--- src/rtl/pe_job_sequencer.sv ---
// pe_job_sequencer
// Runs one reversible-PE job at a time. For each job it:
//   - streams input-buffer read addresses,
//   - gates the PE pipeline,
//   - produces output-buffer write-back strobes and addresses delayed by the fixed PE latency,
//   - counts the err1/err2 reverse-check flags,
//   - pulses done when the job ends.
//
// Ports:
//   clk, rst             clock, asynchronous active-high reset
//   job_valid/job_ready  job handshake (accepted only in IDLE)
//   job_base, job_len_m1 first buffer address, job length minus one
//   abort                terminate the running job (ISSUE/DRAIN only)
//   rd_en, rd_addr       input-buffer read strobe and address
//   pe_en                PE pipeline enable (equals busy)
//   wb_en, wb_addr       output-buffer write strobe and address
//   err1_in, err2_in     reverse-check flags from the PE
//   err1_cnt, err2_cnt   saturating per-job flag counts
//   busy                 job in ISSUE or DRAIN
//   done                 one-cycle end-of-job pulse
//   aborted              last finished job was aborted
module pe_job_sequencer #(
    parameter int unsigned DATA_NUM = 16,
    parameter int unsigned AW       = $clog2(DATA_NUM),
    parameter int unsigned PIPE_LAT = 3,
    parameter int unsigned ECW      = 8
) (
    input  logic          clk,
    input  logic          rst,
    input  logic          job_valid,
    output logic          job_ready,
    input  logic [AW-1:0] job_base,
    input  logic [AW-1:0] job_len_m1,
    input  logic          abort,
    output logic          rd_en,
    output logic [AW-1:0] rd_addr,
    output logic          pe_en,
    output logic          wb_en,
    output logic [AW-1:0] wb_addr,
    input  logic          err1_in,
    input  logic          err2_in,
    output logic [ECW-1:0] err1_cnt,
    output logic [ECW-1:0] err2_cnt,
    output logic          busy,
    output logic          done,
    output logic          aborted
);

    typedef enum logic [1:0] {StIdle, StIssue, StDrain, StFin} state_t;

    localparam logic [ECW-1:0] ErrMax = '1;

    state_t              state;
    logic [AW-1:0]       len_m1;
    logic [AW-1:0]       issue_cnt;
    logic [PIPE_LAT-1:0] vpipe;
    logic [PIPE_LAT-1:0] vpipe_next;

    // Bit i of vpipe marks a read issued i+1 cycles ago; the MSB lines up with its result.
    always_comb begin
        vpipe_next = (vpipe << 1) | PIPE_LAT'(rd_en);
    end

    assign wb_en = vpipe[PIPE_LAT-1];
    assign pe_en = busy;

    always_ff @(posedge clk or posedge rst) begin
        if (rst) begin
            state     <= StIdle;
            job_ready <= 1'b1;
            busy      <= 1'b0;
            done      <= 1'b0;
            aborted   <= 1'b0;
            rd_en     <= 1'b0;
            rd_addr   <= '0;
            wb_addr   <= '0;
            len_m1    <= '0;
            issue_cnt <= '0;
            vpipe     <= '0;
            err1_cnt  <= '0;
            err2_cnt  <= '0;
        end else begin
            done  <= 1'b0;
            vpipe <= vpipe_next;

            if (wb_en) begin
                wb_addr <= wb_addr + 1'b1;
            end

            if (busy) begin
                if (err1_in && (err1_cnt != ErrMax)) begin
                    err1_cnt <= err1_cnt + 1'b1;
                end
                if (err2_in && (err2_cnt != ErrMax)) begin
                    err2_cnt <= err2_cnt + 1'b1;
                end
            end

            unique case (state)
                StIdle: begin
                    if (job_valid) begin
                        state     <= StIssue;
                        job_ready <= 1'b0;
                        busy      <= 1'b1;
                        rd_en     <= 1'b1;
                        rd_addr   <= job_base;
                        wb_addr   <= job_base;
                        len_m1    <= job_len_m1;
                        issue_cnt <= '0;
                        err1_cnt  <= '0;
                        err2_cnt  <= '0;
                        aborted   <= 1'b0;
                    end
                end
                StIssue: begin
                    if (abort) begin
                        state   <= StFin;
                        rd_en   <= 1'b0;
                        busy    <= 1'b0;
                        done    <= 1'b1;
                        aborted <= 1'b1;
                        vpipe   <= '0;
                    end else begin
                        rd_addr <= rd_addr + 1'b1;
                        if (issue_cnt == len_m1) begin
                            state <= StDrain;
                            rd_en <= 1'b0;
                        end else begin
                            issue_cnt <= issue_cnt + 1'b1;
                        end
                    end
                end
                StDrain: begin
                    if (abort) begin
                        state   <= StFin;
                        busy    <= 1'b0;
                        done    <= 1'b1;
                        aborted <= 1'b1;
                        vpipe   <= '0;
                    end else if (vpipe_next == '0) begin
                        // Current cycle carries the last write-back (if any).
                        state <= StFin;
                        busy  <= 1'b0;
                        done  <= 1'b1;
                    end
                end
                StFin: begin
                    state     <= StIdle;
                    job_ready <= 1'b1;
                end
                default: begin
                    state <= StIdle;
                end
            endcase
        end
    end

endmodule

--- config.mk ---
export PLATFORM = sky130hd
export DESIGN_NAME = pe_job_sequencer
export DESIGN_NICKNAME = d
export VERILOG_FILES = /design/src/rtl/pe_job_sequencer.sv
export SDC_FILE = /design/constraint.sdc
export NUM_CORES = 1
export LEC_CHECK = 0
export ABC_AREA = 1
export ABC_CLOCK_PERIOD_IN_PS = 1890
export CORE_MARGIN = 2
export CORE_UTILIZATION = 52
export CTS_CLUSTER_DIAMETER = 80
export DETAILED_ROUTE_END_ITERATION = 6
export PLACE_DENSITY = 0.77
export RECOVER_POWER = 100
export SYNTH_ARGS = -nofsm -noshare
export SYNTH_HDL_FRONTEND = slang
export SYNTH_SLANG_ARGS = --single-unit
--- constraint.sdc ---
create_clock -name clk -period 1.89 [get_ports clk]
set_clock_uncertainty 0.15 [all_clocks]
set_input_delay 0.4725 -clock clk [delete_from_list [all_inputs] [get_ports clk]]
set_output_delay 0.4725 -clock clk [all_outputs]
set_load 0.01 [all_outputs]
After elaboration in Yosys (flattened, before gate mapping)
Cells that the tools add are included.
{ "word_totals": {"reg_bits": 42, "input_bits": 14, "word_cells": 91} }
{ "op_classes": {"add_sub_neg": 5, "eq_ne": 13, "n_mux": 42, "bitwise_logic": 1, "n_reduce_logical": 17} }
{ "ops": {"columns": ["cell", "n"], "rows": [
  ["two-way mux 8 bit", 8],
  ["two-way mux 4 bit", 8],
  ["adder 8 x 1 -> 8 bit (second input constant)", 2],
  ["inequality test 8 bit (second input constant)", 2],
  ["case mux 4 bit (2 select lines)", 2],
  ["adder 4 x 1 -> 4 bit (second input constant)", 3],
  ["AND reduction 3 bit", 4],
  ["two-way mux 1 bit", 11],
  ["two-way mux 2 bit", 5],
  ["inequality test 2 bit (second input constant)", 4],
  ["case mux 1 bit (2 select lines)", 4],
  ["case mux 2 bit (4 select lines)", 1],
  ["AND reduction 4 bit", 2],
  ["two-way mux 3 bit", 2],
  ["inequality test 3 bit (second input constant)", 2],
  ["nonzero test 2 bit", 3],
  ["equality test 2 bit (second input constant)", 2],
  ["equality test 4 bit", 1],
  ["AND reduction 2 bit", 2],
  ["zero test 3 bit", 1],
  ["OR 3 x 1 -> 3 bit", 1],
  ["case mux 1 bit (3 select lines)", 1],
  ["nonzero test 3 bit", 1],
  ["equality test 2 x 1 -> 1 bit (second input constant)", 1],
  ["other kinds (4)", 5]
]} }

Depth between registers and ports, before layout
Gate-level depths: netlist of run 1.
{ "depth": {"depth_word": 6, "depth_mapped": 10, "ltp_nobuf": 10} }

Worst setup path after synthesis of run 1
No wires, ideal clock.
{ "synth_timing": {"path_type": "flip-flop to flip-flop", "from": "reg state[1]", "to": "reg issue_cnt[2]", "setup_ns": 0.117, "arrival_time_ns": 1.258, "required_time_ns": 1.623, "path_slack_ns": 0.365, "stages_incl_launch_ff": 11, "synth_period_minus_slack_ns": 1.525, "path_cell_list": "dfrtp_1 inv_1 ha_1 buf_4 nor2_2 nor2_4 nand2_4 inv_4 nand2_2 nand2_1 nand2_1"} }
{ "synth_via": {"elab_chain_len": 3, "word_cells_on_any_way": 8, "classes_between": "eq/ne: 4; mux: 1; reduce/logical: 3"} }
{ "synth_lines": {"columns": ["item", "line", "text"], "rows": [
  ["from (decl)", "53", "state_t state;"],
  ["from (signal assigned)", "69", "state <= StIdle;"],
  ["from (signal assigned)", "102", "state <= StIssue;"],
  ["from (signal assigned)", "117", "state <= StFin;"],
  ["equality test 2 x 1 -> 1 bit or zero test 2 bit (tied branches)", "99", "unique case (state)"],
  ["inequality test 2 bit (no source line) or nonzero test 2 bit (tied branches)", null, null],
  ["AND reduction 4 bit (no source line)", null, null],
  ["to (signal assigned)", "129", "issue_cnt <= issue_cnt + 1'b1;"],
  ["to (decl)", "55", "logic [AW-1:0] issue_cnt;"]
]} }
Several ways; a longest one is shown, not always the timed one.
A chain may end at the register's enable or synchronous reset.

Worst setup path after layout of run 1
{ "layout_timing": {"from": "reg err2_cnt[1]", "to": "out err2_cnt[1]"} }
{ "layout_lines": {"columns": ["item", "line", "text"], "rows": [
  ["from (decl)", "43", "output logic [ECW-1:0] err2_cnt,"],
  ["from (signal assigned)", "95", "err2_cnt <= err2_cnt + 1'b1;"]
]} }
No word-level cell between the ends.

==> results of run 1 <==
==> metrics by stage <==
step	total power, mW	std cells	cell area (µm²)	setup TNS (ps)
4_1_cts	4.46	419	3090	0
3_3_place_gp	3.70	403	2950	0
6_report	4.42	425	3110	0
3_5_place_dp	3.75	403	2950	0
2_1_floorplan	2.92	308	2410	0
5_1_grt	4.76	425	3110	-3.82
==> routing by layer <==
metal / GRT usage (%) / part of all wire [%] / up-vias
met4: 5.87 / 1.7 / 0
met5: 0 / 0 / -
met2: 36.6 / 47 / 47
met1: 30.1 / 47 / 1032
met3: 4.72 / 4.0 / 9
li1: - / - / 1100
==> repair_timing <==
action                     in CTS  in global routing
setup endpoints to repair      12                 14
setup buffers                   8                  6
resized for setup               5                 11
hold buffers                    0                  0
==> synth_stat cells (4+ instances only) <==
library cell | instances | share of area [%]
inv_1 | 42 | 6.5
ha_1 | 9 | 4.7
nor2_2 | 5 | 1.3
o21ai_1 | 18 | 3.7
nand2_4 | 4 | 1.9
nand2_1 | 75 | 12
nor2_1 | 24 | 3.7
dfrtp_1 | 41 | 42
nand3_1 | 19 | 3.9
xor2_1 | 4 | 1.5
nand4_1 | 11 | 2.8
inv_2 | 6 | 0.93
a21oi_1 | 11 | 2.3
nand2_2 | 10 | 2.6
nor2_4 | 6 | 2.8
==> power by group through the flow <==
stage | clock [mW] | combinational, mW | sequential, mW
4_1_cts | 0.619 | 2.38 | 1.47
3_3_place_gp | 0 | 2.17 | 1.52
5_1_grt | 0.651 | 2.62 | 1.49
3_5_place_dp | 0 | 2.23 | 1.52
6_report | 0.604 | 2.35 | 1.46
2_1_floorplan | 0 | 1.35 | 1.57
==> worst paths after layout <==
kind / startpoint / to / slack, ps / cells past startpoint
max: err2_cnt[1] / err2_cnt[1] / 30 / 1
min: vpipe[1] / vpipe[2] / 350 / 2
max reg2reg: state[1] / state[1] / 110 / 7
min reg2reg: vpipe[1] / vpipe[2] / 350 / 2
max in group asynchronous: rst / err1_cnt[2] / 390 / 3
min in group asynchronous: rst / len_m1[1] / 620 / 3
==> cell type report <==
cell class                 count  area share, %
multi-input combinational    210           36.3
sequential                    42           33.8
timing repair buffer          62           18.6
inverter                      51           6.23
clock buffer                   7           2.77
tap                           52           2.09
clock inverter                 1          0.161
==> logic make-up after synthesis <==
| kind of cell | count (synthesis) | synth area share (%) |
|---|---|---|
| AND/OR/NAND/NOR | 155 | 31.1 |
| buffers and inverters | 56 | 9.22 |
| flip-flops | 42 | 43.6 |
| AO/OA/AOI/OAI | 40 | 9.22 |
| adder cells (fa/ha/maj) | 9 | 4.66 |
| XOR/XNOR | 6 | 2.18 |
==> registers in the layout, indices dropped and copies added (netlist names) <==
| signal | flops |
|---|---|
| wb_addr | 4 |
| issue_cnt | 4 |
| job_ready | 1 |
| err2_cnt | 8 |
| len_m1 | 4 |
| aborted | 1 |
| err1_cnt | 8 |
| busy | 1 |
| vpipe | 3 |
| done | 1 |
| state | 2 |
| rd_en | 1 |
| rd_addr | 4 |
==> run_results.csv, run 1 <==
group,metric,value,unit
die,die_x,72.1,µm
finish,syn2layout_area_growth,28.9,%
critical_path,cp_data_arrival_time,1240,ps
finish,regArea,1050,µm²
clock_network,cts_tree,"built",
pwr,seqPwrFrac,33.0,%
global_route,grtUsageTotal,22.3,%
synthesis,ys.flop_type,"dfrtp_1",
timing,fin_ws,25.5,ps
timing,tightest_slew,931,ps
global_route,grt_max_degree,43,
global_route,globalRoute.totalOverflow,0,
synthesis,netlist_area,2410,µm²
critical_path,path_class,"reg -> out",
route,postRouteAntennaNets,0,
route,via_per_inst,5.15,
critical_path,max_stage_delay,550,ps
critical_path,cp_max_fo,4,
timing,drv_slew,0,
timing,setup_violations,0,
pwr,leakage,1.54,nW
route,routed-via-count,2188,
clock_network,clk_pin_slew_worst_paths,80,ps
pwr,peakVddDrop,856,µV
global_route,grt_pass1_wl,9070,µm
timing,fmax,536,MHz
critical_path,critPathSlowestCell,"clkdlybuf4s50_1",
pwr,p_sw,1.86,mW
pwr,swShare,42.0,%
timing,hold-worst-slack,347,ps
die,die_y,72.1,µm
finish,layout_common_cells,"nand2_1 (76), inv_1 (45), dfrtp_1 (41)",
route,first_pass_iters,4,
pwr,powerDensity,1420,nW/µm²
pwr,intPower,2.56,mW
route,drt_iter0_markers,124,
route,routed_wl,5460,µm
clock_network,clkSinkCount,42,
synthesis,synth_nets,331,
clock_network,clock_path_buffers,2,
finish,fin_nets,395,
finish,multi_input_area,1130,µm²
die,fp-row-count,24,
clock_network,root_buffer,"clkbuf_8",
finish,n_fill_cell,354,
placed_design,pre_cts_ws,38.8,ps
pwr,power.share.clock,13.7,%
clock_network,cts_made_buffers,5,
global_route,antenna_found_initial,0,
timing,timing.final.crit_share,98.6,%
critical_path,crit_path_start_kind,"register",
synthesis,async_flop_share,100,%
synthesis,yosysSeqAreaShare,43.6,%
die,io_pins,45,
clock_network,clock_latency,290,ps
synthesis,avgSynthCellArea,7.84,µm²
route,avgRoutedWirePerCell,12.8,µm
clock_network,htree_levels,2,
finish,fin_util,70.5,%
timing,period_needed,1860,ps
critical_path,crit_buf_inv,1,
placed_design,port_buffers,44,
finish,num_antenna_cells,0,
synthesis,ys_types,29,
synthesis,yosysWarnings,0,
critical_path,cp_data_required_time,1270,ps
synthesis,ys_ff_latch,42,
finish,drive_above_1_share,14.2,%
critical_path,critical_path.cell_chain,"clkdlybuf4s50_1",
placed_design,place_hpwl,3850,µm
finish,layout_commonest_cell,"nand2_1",
timing,relSlewSlack,38.0,%
die,initial_core_util,54.7,%
timing,hold_viol,0,
min_path,holdCritPathClass,"reg -> reg",
die,core,4410,µm²
run_status,status,"finished, final reports clean",
critical_path,cp-end-kind,"output port",
flow_run,cap_violations,0,
pwr,pwr-share-comb,53.3,%
placed_design,gp_congestion,0.874,
global_route,first_global_vias,2012,
route,drc_errors,0,
critical_path,path_delay_family,"buffers and inverters",
synthesis,synth_edf_count,0,
die,die_area,5200,µm²
synthesis,syn_inst,308,
No activity file was read; power rests on OpenSTA's default activity.
==> run 2, diff against run 1 <==
--- a/config.mk
+++ b/config.mk
@@ -6,12 +6,13 @@
 export NUM_CORES = 1
 export LEC_CHECK = 0
 export ABC_AREA = 1
-export ABC_CLOCK_PERIOD_IN_PS = 1890
+export ABC_CLOCK_PERIOD_IN_PS = 1500
+export CAP_MARGIN = 40
 export CORE_MARGIN = 2
-export CORE_UTILIZATION = 52
+export CORE_UTILIZATION = 47
 export CTS_CLUSTER_DIAMETER = 80
 export DETAILED_ROUTE_END_ITERATION = 6
-export PLACE_DENSITY = 0.77
+export PLACE_DENSITY = 0.73
 export RECOVER_POWER = 100
 export SYNTH_ARGS = -nofsm -noshare
 export SYNTH_HDL_FRONTEND = slang
==> constraint.sdc (replaced) <==
create_clock -name clk -period 1.5 [get_ports clk]
set_clock_uncertainty 0.15 [all_clocks]
set_input_delay 0.375 -clock clk [delete_from_list [all_inputs] [get_ports clk]]
set_output_delay 0.375 -clock clk [all_outputs]
set_load 0.01 [all_outputs]
==> run 2 against run 1 <==
  * The run now ends with setup timing left
  * Flip-flop and latch count unchanged
  * Sequential share of layout area decreased by 4.2 points
  * Register-to-register slack got worse by 120 ps
  * Combinational power increased by 62%
  * Largest power group unchanged
==> run_results.csv, run 2 (synthesis gave the netlist of run 1 again) <==
group,metric,value,unit
run_status,status,"finished, violations left",
run_status,violations,"setup timing",
route,routed-via-count,2344,
pwr,powerDensity,1820,nW/µm²
die,fp-row-count,26,
global_route,grtUsageTotal,21.4,%
timing,fmax,662,MHz
timing,tightest_slew,594,ps
global_route,grt_pass1_wl,9290,µm
global_route,first_global_vias,2147,
pwr,power.share.clock,14.1,%
finish,syn2layout_area_growth,47.8,%
finish,n_fill_cell,392,
route,drt_iter0_markers,206,
die,io_pins,45,
die,core,5040,µm²
placed_design,port_buffers,44,
pwr,p_sw,2.67,mW
pwr,leakage,1.83,nW
min_path,holdCritPathClass,"reg -> reg",
critical_path,crit_path_start_kind,"register",
clock_network,cts_made_buffers,5,
route,postRouteAntennaNets,0,
timing,timing.final.crit_share,101,%
die,die_x,75.7,µm
placed_design,gp_congestion,0.859,
pwr,swShare,41.0,%
timing,setup_violations,1,
clock_network,clock_path_buffers,2,
timing,fin_tns_setup,-10.5,ps
clock_network,cts_hold_buffers,0,
finish,regArea,1060,µm²
timing,hold_viol,0,
global_route,grt_max_degree,43,
route,drc_errors,0,
finish,fin_cells,478,
finish,layout_common_cells,"nand2_1 (66), buf_4 (45), inv_1 (39)",
critical_path,rr_startpoint,"state[1]",
timing,drv_slew,0,
pwr,pwr-share-comb,58.5,%
clock_network,clkSinkCount,42,
route,via_per_inst,4.90,
finish,drive_above_1_share,29.7,%
placed_design,placed_area,3200,µm²
clock_network,htree_levels,2,
placed_design,pre_cts_ws,-240,ps
clock_network,clock_latency,300,ps
critical_path,path_class,"reg -> reg",
placed_design,place_hpwl,3970,µm
critical_path,cp_data_required_time,1540,ps
critical_path,cp-startpoint,"state[1]",
pwr,intPower,3.84,mW
finish,multi_input_area,1290,µm²
timing,period_needed,1510,ps
die,initial_core_util,47.9,%
pwr,seqPwrFrac,27.4,%
global_route,antenna_found_initial,0,
finish,fin_nets,430,
flow_run,cap_violations,0,
critical_path,cp-end-kind,"register",
timing,rsz0062_at_grt,"yes",
min_path,hp-start,"vpipe[0]",
critical_path,cp_max_fo,6,
finish,layout_commonest_cell,"nand2_1",
placed_design,post-place-cells,449,
critical_path,cp_data_arrival_time,1550,ps
clock_network,root_buffer,"clkbuf_8",
pwr,peakVddDrop,1220,µV
finish,num_antenna_cells,0,
pwr,p_total,6.51,mW
route,first_pass_iters,4,
clock_network,cts_tree,"built",
route,avgRoutedWirePerCell,12.6,µm
die,die_area,5730,µm²
clock_network,clk_pin_slew_worst_paths,80,ps
global_route,globalRoute.totalOverflow,0,
timing,fin_ws,-10.5,ps
die,die_y,75.7,µm
finish,stdcell_area,3570,µm²
finish,top_regs,"err1_cnt: 8 flops, err2_cnt: 8 flops",
timing,relSlewSlack,60.4,%
route,routed_wl,6010,µm
run 2: metal layers:
metal  GRT usage, %  up-vias  wire length (µm)  share of wire [%]
met5              0        -                 0                  0
met3           4.10       12               252                4.2
met2           37.3       55              3050                 51
met1           27.1     1100              2620                 43
met4           6.04        0                93                1.5
li1               -     1177                 -                  -
run 2: what timing repair did:
action                                  in CTS  in global routing
cloned                                       0                  0
setup buffers                               15                  7
pin swaps                                    4                 15
endpoints found under the setup margin      49                 53
gates resized for setup                     62                 53
run 2: path summary, 6_finish.rpt:
kind | endpoint | slack [ps] | depth (start not counted)
min in group asynchronous | err1_cnt[7] | 540 | 3
max in group asynchronous | issue_cnt[0] | 240 | 3
max | issue_cnt[2] | -10 | 9
min reg2reg | vpipe[1] | 370 | 2
max reg2reg | issue_cnt[2] | -10 | 9
min | vpipe[1] | 370 | 2
run 2: worst max-delay path: stages, from the launching register on:
cell     delay [ps]
dfrtp_1         390
inv_2           100
ha_4            180
inv_4            40
nor2_4          120
nor2_4           60
nand2_4         110
inv_6            50
nand4_1         120
nand2_1          70
run 2: power by group through the flow:
stage               combinational, mW  sequential, mW  clock (mW)
finish                           3.81            1.79       0.915
detailed placement               3.37            1.81           0
floorplan                        1.75            1.97           0
global route                     4.22            1.84       0.963
CTS                              3.52            1.75       0.913
global placement                 3.30            1.80           0
run 2: final cells by class:
class / count / area share, %
clock inverter: 1 / 0.841
clock buffer: 7 / 2.14
multi-input combinational: 210 / 36.1
inverter: 51 / 5.64
sequential: 42 / 29.6
tap: 70 / 2.45
timing repair buffer: 97 / 23.3
run 2: metrics by stage:
step	util, %	hold slack, ps
floorplan	-	310
global placement	63.5	326
detailed placement	63.5	342
CTS	67.9	287
global route	70.8	401
finish	70.8	371
==> run 3, diff against run 2 <==
--- a/config.mk
+++ b/config.mk
@@ -7,7 +7,8 @@
 export LEC_CHECK = 0
 export ABC_AREA = 1
 export ABC_CLOCK_PERIOD_IN_PS = 1500
-export CAP_MARGIN = 40
+export CAP_MARGIN = 20
+export CORE_ASPECT_RATIO = 1.5
 export CORE_MARGIN = 2
 export CORE_UTILIZATION = 47
 export CTS_CLUSTER_DIAMETER = 80
==> run 3 against run 2 <==
  * Flip-flop and latch count unchanged
  * Highest routed layer unchanged
  * Cell count fell by 0.63%
  * Clock power shrank 16%
  * Combinational power fell by 1%
  * Design area fell by 1.2%
  * Via count rose by 1.3%
  * Non-clock buffer count shrank 1
  * Die area up 0.20%
  * Clock-buffer cell count is the same
  * Critical endpoint unchanged
  * The run still ends with setup timing left
==> run_results.csv, run 3 (synthesis gave the netlist of run 1 again) <==
group,metric,value,unit
timing,period_needed,1520,ps
die,die_area,5740,µm²
pwr,leakage,1.77,nW
pwr,p_sw,2.63,mW
pwr,seqPwrFrac,28.5,%
placed_design,place_hpwl,4190,µm
timing,fin_tns_setup,-47.9,ps
die,die_x,62.5,µm
clock_network,cts_tree,"built",
clock_network,clkSinkCount,42,
route,routed-via-count,2374,
clock_network,clock_path_buffers,2,
finish,n_fill_cell,424,
route,avgRoutedWirePerCell,12.5,µm
pwr,intPower,3.70,mW
finish,top_regs,"err1_cnt: 8 flops, err2_cnt: 8 flops",
critical_path,cp_max_fo,6,
route,routed_wl,5920,µm
global_route,globalRoute.totalOverflow,0,
finish,layout_common_cells,"nand2_1 (67), buf_4 (48), inv_1 (39), dfrtp_1 (39), clkdlybuf4s15_1 (27)",
finish,syn2layout_area_growth,46.1,%
flow_run,cap_violations,0,
critical_path,cp_data_arrival_time,1560,ps
pwr,powerDensity,1790,nW/µm²
placed_design,post-place-cells,451,
pwr,pwr-share-comb,59.5,%
critical_path,path_class,"reg -> reg",
placed_design,placed_area,3220,µm²
clock_network,clock_latency,290,ps
timing,fin_ws,-15.2,ps
timing,setup_violations,6,
finish,fin_nets,429,
die,die_y,91.8,µm
route,drt_iter0_markers,128,
finish,stdcell_area,3530,µm²
finish,drive_above_1_share,28.7,%
route,postRouteAntennaNets,0,
critical_path,cp_data_required_time,1540,ps
critical_path,cp-end-kind,"register",
timing,relSlewSlack,61.0,%
timing,tightest_slew,585,ps
clock_network,cts_hold_buffers,0,
placed_design,pre_cts_ws,-258,ps
finish,layout_commonest_cell,"nand2_1",
pwr,peakVddDrop,1110,µV
route,via_per_inst,5.00,
route,drc_errors,0,
global_route,grt_max_degree,43,
die,initial_core_util,47.9,%
finish,fin_cells,475,
pwr,p_total,6.33,mW
timing,timing.final.crit_share,101,%
critical_path,crit_path_start_kind,"register",
timing,drv_slew,0,
global_route,first_global_vias,2261,
timing,hold_viol,0,
pwr,swShare,41.6,%
run_status,violations,"setup timing",
placed_design,gp_congestion,0.906,
clock_network,clk_pin_slew_worst_paths,80,ps
run_status,status,"finished, violations left",
pwr,power.share.clock,12.1,%
route,first_pass_iters,4,
finish,num_antenna_cells,0,
clock_network,root_buffer,"clkbuf_8",
min_path,holdCritPathClass,"reg -> reg",
placed_design,port_buffers,44,
die,io_pins,45,
die,core,5040,µm²
die,fp-row-count,32,
clock_network,htree_levels,2,
timing,rsz0062_at_grt,"yes",
clock_network,cts_made_buffers,5,
global_route,grt_pass1_wl,9710,µm
global_route,antenna_found_initial,0,
timing,fmax,660,MHz
global_route,grtUsageTotal,21.2,%
-- run 3: layout make-up --
class                   count  area, µm²  share of cell area (%)
multi-input cells         210       1250                    35.5
inverters                  51        199                    5.64
repair buffers             96        845                    23.9
well taps                  68       85.1                    2.41
flip-flops and latches     42       1050                    29.9
clock inverters             1       5.00                   0.142
clock buffers               7       86.3                    2.45
-- run 3: repair_timing --
action,CTS,global route
pin swaps,5,12
setup endpoints to repair,44,39
resized for setup,59,41
buffers inserted,10,6
-- run 3: through the flow --
stage	util, %	hold WS [ps]
after floorplan	-	310
after global placement	63.8	323
after detailed placement	63.8	333
after CTS	67.4	294
after global routing	69.9	375
final	69.9	344
-- run 3: path summary, 6_finish.rpt --
path	startpoint	slack, ps	endpoint	cells after the start
max in group asynchronous	rst	230	issue_cnt[0]	3
setup / recovery	state[0]	-20	issue_cnt[2]	10
min in group asynchronous	rst	550	state[0]	3
hold / removal	vpipe[1]	340	vpipe[2]	2
hold reg to reg	vpipe[1]	340	vpipe[2]	2
setup reg to reg	state[0]	-20	issue_cnt[2]	10
-- run 3: power by group through the flow --
stage | registers (mW) | logic, mW | clock network [mW]
global placement | 1.81 | 3.31 | 0
detailed placement | 1.81 | 3.38 | 0
global route | 1.85 | 4.18 | 0.821
CTS | 1.79 | 3.44 | 0.777
floorplan | 1.97 | 1.75 | 0
finish | 1.80 | 3.76 | 0.765
-- run 3: worst max-delay path: stages (launching register included) --
cell and delay (ps):
dfrtp_1 410, inv_2 70, ha_4 180, inv_4 60, nor2_4 40, nor2_4 130, nand2_4 90, inv_6 90
nand2_4 80, nand2_2 70, nand2_1 50
-- run 3: layer usage --
layer  wire length [µm]  GRT usage (%)
met5                  0              0
met4                135           7.41
met3                199           3.19
met2               3220           39.2
met1               2360           24.7
